**src/rtl/tx_handshake_ctrl.sv**
```systemverilog
// tx_handshake_ctrl: stop-and-wait sender for the TSPIN link.
// Sends one packet, waits for a matching ACK, resends on timeout.
module tx_handshake_ctrl #(
  parameter int TIMEOUT_CYCLES = 100,
  parameter int MAX_RETRIES    = 3
) (
  input  logic clk,
  input  logic rst_l,
  input  logic send_req,
  output logic send_ready,
  output logic tx_start,
  output logic tx_seq_num,
  input  logic tx_done,
  input  logic ack_valid,
  input  logic ack_pid,
  input  logic ack_seq_num,
  output logic send_done,
  output logic send_fail,
  output logic [$clog2(MAX_RETRIES+1):0] retry_cnt
);

  localparam int TMR_W = $clog2(TIMEOUT_CYCLES);
  localparam int RTY_W = $clog2(MAX_RETRIES+1) + 1;
  localparam logic PID_ACK = 1'b1;

  typedef enum logic [1:0] {
    IDLE,
    SEND,
    WAIT_TX,
    WAIT_ACK
  } state_t;

  state_t           r_state;
  logic [TMR_W-1:0] r_tmr;
  logic [RTY_W-1:0] r_rty;
  logic             r_seq;
  logic             r_tx_start;
  logic             r_done;
  logic             r_fail;

  logic w_ack_match;
  logic w_timeout;
  logic w_can_retry;

  assign w_ack_match = ack_valid
                     & (ack_pid == PID_ACK)
                     & (ack_seq_num == r_seq);
  assign w_timeout   = (r_tmr == TMR_W'(TIMEOUT_CYCLES - 1));
  assign w_can_retry = (r_rty < RTY_W'(MAX_RETRIES));

  always_ff @(posedge clk or negedge rst_l) begin
    if (!rst_l) begin
      r_state    <= IDLE;
      r_tmr      <= '0;
      r_rty      <= '0;
      r_seq      <= 1'b0;
      r_tx_start <= 1'b0;
      r_done     <= 1'b0;
      r_fail     <= 1'b0;
    end else begin
      r_tx_start <= 1'b0;
      r_done     <= 1'b0;
      r_fail     <= 1'b0;
      unique case (r_state)
        IDLE: begin
          if (send_req) begin
            r_state    <= SEND;
            r_rty      <= '0;
            r_tx_start <= 1'b1;
          end
        end
        SEND: begin
          r_state <= WAIT_TX;
        end
        WAIT_TX: begin
          if (tx_done) begin
            r_state <= WAIT_ACK;
            r_tmr   <= '0;
          end
        end
        WAIT_ACK: begin
          r_tmr <= r_tmr + TMR_W'(1);
          // ACK beats timeout when both land in the same cycle
          if (w_ack_match) begin
            r_done  <= 1'b1;
            r_seq   <= ~r_seq;
            r_state <= IDLE;
          end else if (w_timeout) begin
            if (w_can_retry) begin
              r_rty      <= r_rty + RTY_W'(1);
              r_tx_start <= 1'b1;
              r_state    <= SEND;
            end else begin
              r_fail  <= 1'b1;
              r_state <= IDLE;
            end
          end
        end
        default: begin
          r_state <= IDLE;
        end
      endcase
    end
  end

  assign send_ready = (r_state == IDLE);
  assign tx_start   = r_tx_start;
  assign tx_seq_num = r_seq;
  assign send_done  = r_done;
  assign send_fail  = r_fail;
  assign retry_cnt  = r_rty;

endmodule

```
**config.mk**
```make
export PLATFORM = sky130hd
export DESIGN_NAME = tx_handshake_ctrl
export DESIGN_NICKNAME = d
export VERILOG_FILES = /design/src/rtl/tx_handshake_ctrl.sv
export SDC_FILE = /design/constraint.sdc
export NUM_CORES = 1
export LEC_CHECK = 0
export BUFFER_PORTS_ARGS = -buffer_cell sky130_fd_sc_hd__buf_2
export CELL_PAD_IN_SITES_DETAIL_PLACEMENT = 1
export CELL_PAD_IN_SITES_GLOBAL_PLACEMENT = 1
export CORE_MARGIN = 1.5
export CORE_UTILIZATION = 42
export DETAILED_ROUTE_END_ITERATION = 16
export PLACE_DENSITY_LB_ADDON = 0.1
export SETUP_SLACK_MARGIN = 0.3
export SYNTH_ARGS = -nofsm -noshare
export SYNTH_HDL_FRONTEND = slang
export SYNTH_SLANG_ARGS = --single-unit
```
**constraint.sdc**
```tcl
create_clock -name clk -period 1.8 [get_ports clk]
set_input_delay 0.36 -clock clk [delete_from_list [all_inputs] [get_ports clk]]
set_output_delay 0.36 -clock clk [all_outputs]
set_load 0.005 [all_outputs]
```
==> results.sh, run 1 <==
export IMPL_status="finished, final reports clean"
export IMPL_achievable_frequency_mhz=637
export IMPL_cts_sinks=16
export IMPL_maxSlewViolCount=0
export IMPL_cellLeakagePower_nw=0.555
export IMPL_clk_insertion_delay_late_ns=0.29
export IMPL_syn_instance_count=104
export IMPL_muxShareOfSynthArea_pct=4.20
export IMPL_cp_required_ns=1.98
export IMPL_dominant_combinational_cell_family_by_area_after_synthesis="simple AND/OR/NAND/NOR gates"
export IMPL_placementRows=17
export IMPL_post_synth_xor_area_fraction_pct=1.78
export IMPL_cts_reportedPaths_clkPinSlew_ns=0.09
export IMPL_drtIter0Drc=11
export IMPL_cts_root_to_sink_buffers=2
export IMPL_grt_setup_unrepaired="true"
export IMPL_die_h_um=51.4
export IMPL_worst_tran_pin_value_ns=0.361
export IMPL_ys_seq_area_share_pct=40.7
export IMPL_drt_first_pass_iters=3
export IMPL_setup_violations_final=0
export IMPL_critical_path_end_type="flop"
export IMPL_grt_pass1_vias=902
export IMPL_cellPowerDensity_nw_per_um2=1400
export IMPL_final_hold_worst_slack_ns=0.424
export IMPL_place_detailed_hpwl_um=1910
export IMPL_final_setup_tns_ns=0
export IMPL_htree_num_levels=1
export IMPL_cts_tree="done"
export IMPL_worst_hold_path_type="in -> reg"
export IMPL_maxcap_violations=0
export IMPL_post_synth_num_cell_types=34
export IMPL_synth_compound_gate_area_share_pct=17.0
export IMPL_slew_headroom_pct=75.7
export IMPL_grt_pass1_wl_um=4350
export IMPL_diodes_inserted=0
export IMPL_finalCritPeriodShare_pct=87.2
export IMPL_synth_yosys_warnings=0
export IMPL_finalHoldViolations=0
export IMPL_timing_clock_skew_ns=0.00783
export IMPL_worst_path_max_fanout=8
export IMPL_die_x_um=51.4
export IMPL_routed_via_count=917
export IMPL_antenna_found_initial=0
export IMPL_synth_fp_nets=117
export IMPL_critical_path_class="reg -> reg"
export IMPL_via_per_inst=5.70
export IMPL_root_buf_cell="sky130_fd_sc_hd__clkbuf_4"
export IMPL_synth_area_per_cell_um2=9.46
export IMPL_route_detailed_drc=0
export IMPL_grt_overflow_total=0
export IMPL_simple_logic_cell_fraction_of_the_synthesized_area_pct=25.6
export IMPL_synth_cell_area_um2=983
export IMPL_routed_wire_length_per_instance_um=16.6
export IMPL_ir_drop_mv=0.889
export IMPL_antenna_violating_nets_remaining=0
export IMPL_routability_congestion=0.842
export IMPL_grt_start_max_net_pins=17
export IMPL_design_core_area_um2=2210
export IMPL_effective_utilization_at_floorplan_pct=44.5
export IMPL_cts_buffers_inserted=3
export IMPL_ys_seq_elements=16
export IMPL_port_buffers=14
export IMPL_groute_usage_overall_pct=22.3
export IMPL_mostFrequentLayoutCell="sky130_fd_sc_hd__buf_4"
export IMPL_final_cell_mix="15 x sky130_fd_sc_hd__buf_4, 13 x sky130_fd_sc_hd__buf_2, 13 x sky130_fd_sc_hd__dfrtp_1"
export IMPL_ioPinCount=15
export IMPL_timing_final_crit_period_ns=1.57
export IMPL_drive_gt1_share_pct=37.6
export IMPL_area_growth_pct=30.4
export IMPL_post_synth_fa_ha_maj_area_fraction_pct=7.63
export IMPL_cp_data_arrival_time_ns=1.75
export IMPL_floorplan_die_area_um2=2640
export IMPL_num_nets_final=148
export IMPL_timing_critical_path_from_type="flop"
export IMPL_finalWirelength_um=2680
==> worst paths after layout <==
path	from	end	slack [ns]	depth (start not counted)
min in group asynchronous	rst_l	r_tmr[6]	0.51	2
setup / recovery	r_state[1]	r_state[1]	0.23	4
max in group asynchronous	rst_l	r_tmr[2]	0.99	2
hold / removal	send_req	tx_start	0.42	3
hold reg to reg	tx_seq_num	tx_seq_num	0.51	1
setup reg to reg	r_state[1]	r_state[1]	0.23	4
==> power breakdown <==
group          switching [mW]  internal, mW  total [mW]
combinational           0.509         0.521        1.03
clock                   0.109        0.0777       0.187
sequential              0.117         0.463       0.580
total                   0.735          1.06        1.80
==> kinds of logic (layout without fill, tap and decap cells) <==
kind of cell / Yosys count / count (layout)
simple gates: 44 / 44
xor+xnor: 2 / 2
compound gates: 25 / 25
mux: 4 / 4
fa+ha+maj: 6 / 6
flops: 16 / 16
buf+inv: 7 / 36
==> through the flow <==
| stage | std cells | worst slack [ns] | power (mW) | utilization [%] | area, µm² |
|---|---|---|---|---|---|
| after global routing | 161 | 0.182 | 1.94 | 58.0 | 1280 |
| after detailed placement | 152 | 0.132 | 1.38 | 51.8 | 1140 |
| after global placement | 152 | 0.173 | 1.35 | 51.8 | 1140 |
| after CTS | 159 | 0.235 | 1.68 | 55.8 | 1230 |
| after floorplan | 104 | 0.244 | 1.06 | - | 983 |
| final | 161 | 0.230 | 1.80 | 58.0 | 1280 |
==> layer usage <==
layer	vias to the layer above	wire length [µm]	global-route usage (%)
met5	-	0	0
met3	6	47	3.51
li1	445	-	-
met1	457	1210	28.8
met2	9	1380	36.5
met4	0	42	9.65
==> critical path, stage by stage, from the launching register on <==
cell                       delay (ns)
sky130_fd_sc_hd__dfrtp_2         0.47
sky130_fd_sc_hd__ha_2            0.22
sky130_fd_sc_hd__buf_4           0.18
sky130_fd_sc_hd__a311oi_2        0.25
sky130_fd_sc_hd__mux2_1          0.34
==> Yosys cell counts (all sizes together) <==
cell type | instances | area share [%]
nand2 | 10 | 3.8
a31oi | 4 | 2.5
mux2 | 1 | 1.1
inv | 3 | 1.1
nor3 | 3 | 1.5
o31ai | 1 | 0.76
a31o | 1 | 0.89
a311oi | 1 | 1.5
nor2 | 7 | 2.7
a21oi | 5 | 2.5
and3 | 3 | 2.0
nor4 | 1 | 0.64
nor4b | 1 | 2.4
a41oi | 1 | 0.89
mux2i | 3 | 3.1
nor2b | 2 | 1.3
dfrtp | 16 | 41
nor3b | 4 | 3.1
xnor2 | 1 | 0.89
nand3 | 5 | 3.1
xor2 | 1 | 0.89
buf | 1 | 0.76
o211ai | 2 | 1.5
a2bb2oi | 1 | 0.89
nand4 | 5 | 3.2
nand2b | 2 | 1.3
o21ai | 7 | 3.6
a32o | 1 | 1.0
clkbuf | 3 | 1.1
ha | 6 | 7.6
a22o | 1 | 0.89
and2 | 1 | 0.64
==> what timing repair did <==
action | 4_1_cts | 5_1_grt
endpoints found under the hold margin | 16 | 0
gates cloned | 0 | 0
resized for setup | 10 | 10
endpoints found under the setup margin | 11 | 11
hold buffers | 1 | 0
buffers inserted | 3 | 2
pin swaps | 3 | 2
==> state kept, by name (all words and copies together) (netlist names) <==
signal      cells
r_tmr           7
retry_cnt       3
r_state         2
send_done       1
send_fail       1
tx_seq_num      1
tx_start        1
==> area by class of cell <==
cell class | count | area, µm²
clock buffer | 3 | 22.5
tap | 28 | 35.0
multi-input combinational | 81 | 611
timing repair buffer | 30 | 199
inverter | 3 | 11.3
fill | 267 | 930
sequential | 16 | 404
No activity file was read; power rests on OpenSTA's default activity.
==> run 2, diff against run 1 <==
==> constraint.sdc (replaced) <==
create_clock -name clk -period 1.45 [get_ports clk]
set_input_delay 0.29 -clock clk [delete_from_list [all_inputs] [get_ports clk]]
set_output_delay 0.29 -clock clk [all_outputs]
set_load 0.05 [all_outputs]
==> results.sh, run 2 <==
export IMPL_synth_yosys_warnings=0
export IMPL_synth_common_cells="16 x sky130_fd_sc_hd__dfrtp_1, 10 x sky130_fd_sc_hd__nand2_1, 7 x sky130_fd_sc_hd__nor2_1, 7 x sky130_fd_sc_hd__o21ai_0, 6 x sky130_fd_sc_hd__ha_1"
export IMPL_ioPinCount=15
export IMPL_synth_top_area_cell="sky130_fd_sc_hd__dfrtp_1"
export IMPL_antenna_found_initial=0
export IMPL_error_msg="[ERROR DPL-0033] detailed placement checks failed during check placement."
export IMPL_stop_stage="global routing"
export IMPL_grt_start_max_net_pins=17
export IMPL_ys_seq_area_share_pct=40.7
export IMPL_ys_seq_elements=16
export IMPL_htree_num_levels=1
export IMPL_status="stopped before the end"
export IMPL_worstEpCategory="register input"
export IMPL_cts_sinks=16
export IMPL_timing_grt_repair_worst_endpoint="retry_cnt[0]$_DFFE_PN0P_/D"
export IMPL_cts_buffers_inserted=3
export IMPL_synth_most_common_cell="sky130_fd_sc_hd__dfrtp_1"
export IMPL_synth_area_top_cells="sky130_fd_sc_hd__dfrtp_1 41%, sky130_fd_sc_hd__ha_1 7.6%, sky130_fd_sc_hd__nand2_1 3.8%"
export IMPL_routability_congestion=0.829
export IMPL_die_h_um=51.4
export IMPL_number_of_synthesized_flops_with_an_enable_pin=0
export IMPL_ys_flop_type="sky130_fd_sc_hd__dfrtp_1"
export IMPL_synth_area_per_cell_um2=9.46
export IMPL_syn_instance_count=104
export IMPL_root_buf_cell="sky130_fd_sc_hd__clkbuf_4"
export IMPL_ys_async_rst_share_pct=100
export IMPL_placementRows=17
export IMPL_cts_root_to_sink_buffers=2
export IMPL_synthDominantCellAreaShare_pct=40.7
export IMPL_die_x_um=51.4
export IMPL_post_synth_num_cell_types=34
export IMPL_synth_fp_nets=117
export IMPL_place_detailed_hpwl_um=2110
export IMPL_synth_cell_area_um2=983
export IMPL_port_buffers=14
export IMPL_effective_utilization_at_floorplan_pct=44.5
==> run 2: logic make-up after synthesis <==
family / Yosys count / synth area share (%)
adder cells (fa/ha/maj): 6 / 7.63
buffers and inverters: 7 / 3.05
AND/OR/NAND/NOR: 44 / 25.6
XOR/XNOR: 2 / 1.78
flip-flops: 16 / 40.7
AO/OA/AOI/OAI: 25 / 17.0
multiplexers: 4 / 4.20
==> run 2: what timing repair did <==
item                       in CTS
hold endpoints to repair       16
gates resized for setup        42
setup endpoints to repair      24
buffers inserted               12
hold buffers                    1
pin swaps                      13
==> run 2: through the flow <==
stage / std cells / utilization [%] / worst slack (ns) / area [µm²]
4_1_cts: 178 / 71.8 / -0.155 / 1590
3_5_place_dp: 161 / 58.1 / -0.141 / 1290
3_3_place_gp: 161 / 58.1 / -0.0673 / 1290
2_1_floorplan: 104 / - / -0.106 / 1080
==> run 3, diff against run 2 <==
==> config.mk (replaced) <==
export PLATFORM = sky130hd
export DESIGN_NAME = tx_handshake_ctrl
export DESIGN_NICKNAME = d
export VERILOG_FILES = /design/src/rtl/tx_handshake_ctrl.sv
export SDC_FILE = /design/constraint.sdc
export NUM_CORES = 1
export LEC_CHECK = 0
export BUFFER_PORTS_ARGS = -buffer_cell sky130_fd_sc_hd__buf_2
export CORE_MARGIN = 1.5
export CORE_UTILIZATION = 27
export DETAILED_ROUTE_END_ITERATION = 16
export PLACE_DENSITY_LB_ADDON = 0.15
export SYNTH_ARGS = -nofsm -noshare
export SYNTH_HDL_FRONTEND = slang
export SYNTH_SLANG_ARGS = --single-unit
==> results.sh, run 3 (synthesized netlist as in run 1, its figures left out) <==
export IMPL_finalHoldViolations=0
export IMPL_cts_root_to_sink_buffers=2
export IMPL_status="complete, but fails checks"
export IMPL_drtIter0Drc=46
export IMPL_effective_utilization_at_floorplan_pct=28.8
export IMPL_routability_congestion=0.781
export IMPL_cts_sinks=16
export IMPL_routed_via_count=946
export IMPL_cellPowerDensity_nw_per_um2=1830
export IMPL_worstPathBufferInverterCount=0
export IMPL_slew_headroom_pct=68.2
export IMPL_largest_register="r_tmr"
export IMPL_place_detailed_hpwl_um=1830
export IMPL_worst_tran_pin_value_ns=0.477
export IMPL_violated_checks="setup timing"
export IMPL_via_per_inst=4.88
export IMPL_critical_path_max_stage_delay_ns=0.43
export IMPL_n_fill_cell=343
export IMPL_cts_reportedPaths_clkPinSlew_ns=0.12
export IMPL_final_cells=194
export IMPL_routed_wire_length_per_instance_um=13.5
export IMPL_root_buf_cell="sky130_fd_sc_hd__clkbuf_4"
export IMPL_setup_violations_final=6
export IMPL_num_nets_final=163
export IMPL_drt_first_pass_iters=4
export IMPL_cpMaxStageDelayCell="sky130_fd_sc_hd__dfrtp_1"
export IMPL_grt_setup_unrepaired="true"
export IMPL_critical_path_top_delay_family="simple AND/OR/NAND/NOR gates"
export IMPL_timing_critical_path_from_type="flop"
export IMPL_clk_insertion_delay_late_ns=0.29
export IMPL_largest_register_ffs=7
export IMPL_finalWirelength_um=2610
export IMPL_antenna_found_initial=0
export IMPL_cellLeakagePower_nw=0.637
export IMPL_place_inst=183
export IMPL_ir_drop_mv=0.934
export IMPL_critical_path_class="reg -> reg"
export IMPL_final_cell_mix="27 x sky130_fd_sc_hd__buf_4, 14 x sky130_fd_sc_hd__dfrtp_1, 13 x sky130_fd_sc_hd__buf_2"
export IMPL_critical_path_end_type="flop"
export IMPL_postLayoutSetupSlackWorst_ns=-0.194
export IMPL_grt_overflow_total=0
export IMPL_diodes_inserted=0
export IMPL_die_h_um=63.4
export IMPL_placementRows=21
export IMPL_htree_num_levels=1
export IMPL_ioPinCount=15
export IMPL_route_detailed_drc=0
export IMPL_antenna_violating_nets_remaining=0
export IMPL_floorplan_die_area_um2=4010
export IMPL_timing_clock_skew_ns=0.0109
export IMPL_maxSlewViolCount=0
export IMPL_finalCritPeriodShare_pct=113
export IMPL_maxcap_violations=0
export IMPL_worst_hold_path_type="in -> reg"
export IMPL_cts_tree="done"
export IMPL_port_buffers=14
export IMPL_drive_gt1_share_pct=45.9
export IMPL_final_hold_worst_slack_ns=0.299
export IMPL_placed_area_um2=1290
export IMPL_finalInstanceArea_um2=1470
export IMPL_grt_pass1_vias=960
export IMPL_die_x_um=63.4
export IMPL_cp_data_arrival_time_ns=1.82
export IMPL_achievable_frequency_mhz=608
export IMPL_grt_start_max_net_pins=17
export IMPL_timing_final_crit_period_ns=1.64
export IMPL_area_growth_pct=49.2
export IMPL_cp_cell_sequence="nor4b_4, nand3_2, a311oi_2, mux2_1"
export IMPL_cp_required_ns=1.63
export IMPL_cts_buffers_inserted=3
export IMPL_mostFrequentLayoutCell="sky130_fd_sc_hd__buf_4"
export IMPL_grt_pass1_wl_um=4550
export IMPL_worst_path_max_fanout=2
export IMPL_groute_usage_overall_pct=14.3
export IMPL_design_core_area_um2=3420
## run 3: report_power, final
group	internal (mW)	switching (mW)	total, mW
sequential	0.569	0.105	0.674
clock	0.0965	0.163	0.260
combinational	0.878	0.872	1.75
total	1.54	1.14	2.68
## run 3: what timing repair did
action | CTS | global route
endpoints found under the hold margin | 16 | 0
endpoints found under the setup margin | 8 | 15
hold buffers | 1 | 0
setup buffers | 3 | 5
pin swaps | 3 | 12
gates resized for setup | 8 | 15
## run 3: area by class of cell
class / count / area [µm²] / area share, %
Tap cell: 46 / 57.6 / 3.92
Inverter: 3 / 11.3 / 0.767
Sequential cell: 16 / 403 / 27.5
Timing Repair Buffer: 45 / 327 / 22.3
Multi-Input combinational cell: 81 / 647 / 44.1
Clock buffer: 3 / 22.5 / 1.53
## run 3: worst reg2reg max path, cell delays in order (launching register included)
cell and delay, ns:
sky130_fd_sc_hd__dfrtp_1 0.43, sky130_fd_sc_hd__nor4b_4 0.33, sky130_fd_sc_hd__nand3_2 0.15, sky130_fd_sc_hd__a311oi_2 0.28
sky130_fd_sc_hd__mux2_1 0.34
## run 3: per-stage QoR
| stage | utilization, % | setup TNS [ns] | setup slack (ns) | total power [mW] |
|---|---|---|---|---|
| 5_1_grt | 43.0 | -0.934 | -0.233 | 2.88 |
| 4_1_cts | 39.7 | -0.324 | -0.154 | 2.47 |
| 6_report | 43.0 | -0.491 | -0.194 | 2.68 |
| 2_1_floorplan | - | -0.106 | -0.106 | 1.54 |
| 3_5_place_dp | 37.7 | -0.201 | -0.141 | 2.13 |
| 3_3_place_gp | 37.7 | -0.107 | -0.107 | 2.12 |
## run 3: per-layer routing
metal  global-route usage (%)  vias to the layer above  part of all wire [%]
li1                         -                      477                     -
met1                     19.4                      458                    47
met2                     22.8                        9                    49
met3                     2.32                        2                   2.3
met4                     5.71                        0                  0.88
met5                        0                        -                     0
## run 3: worst paths after layout
| kind | to | from | cells past startpoint | slack [ns] |
|---|---|---|---|---|
| worst max-delay path | r_state[1] | r_tmr[4] | 4 | -0.19 |
| worst min-delay path | tx_start | send_req | 3 | 0.30 |
| worst max register to register | r_state[1] | r_tmr[4] | 4 | -0.19 |
| worst min register to register | tx_seq_num | tx_seq_num | 2 | 0.57 |
| max in group asynchronous | tx_seq_num | rst_l | 2 | 0.72 |
| min in group asynchronous | r_tmr[5] | rst_l | 2 | 0.43 |
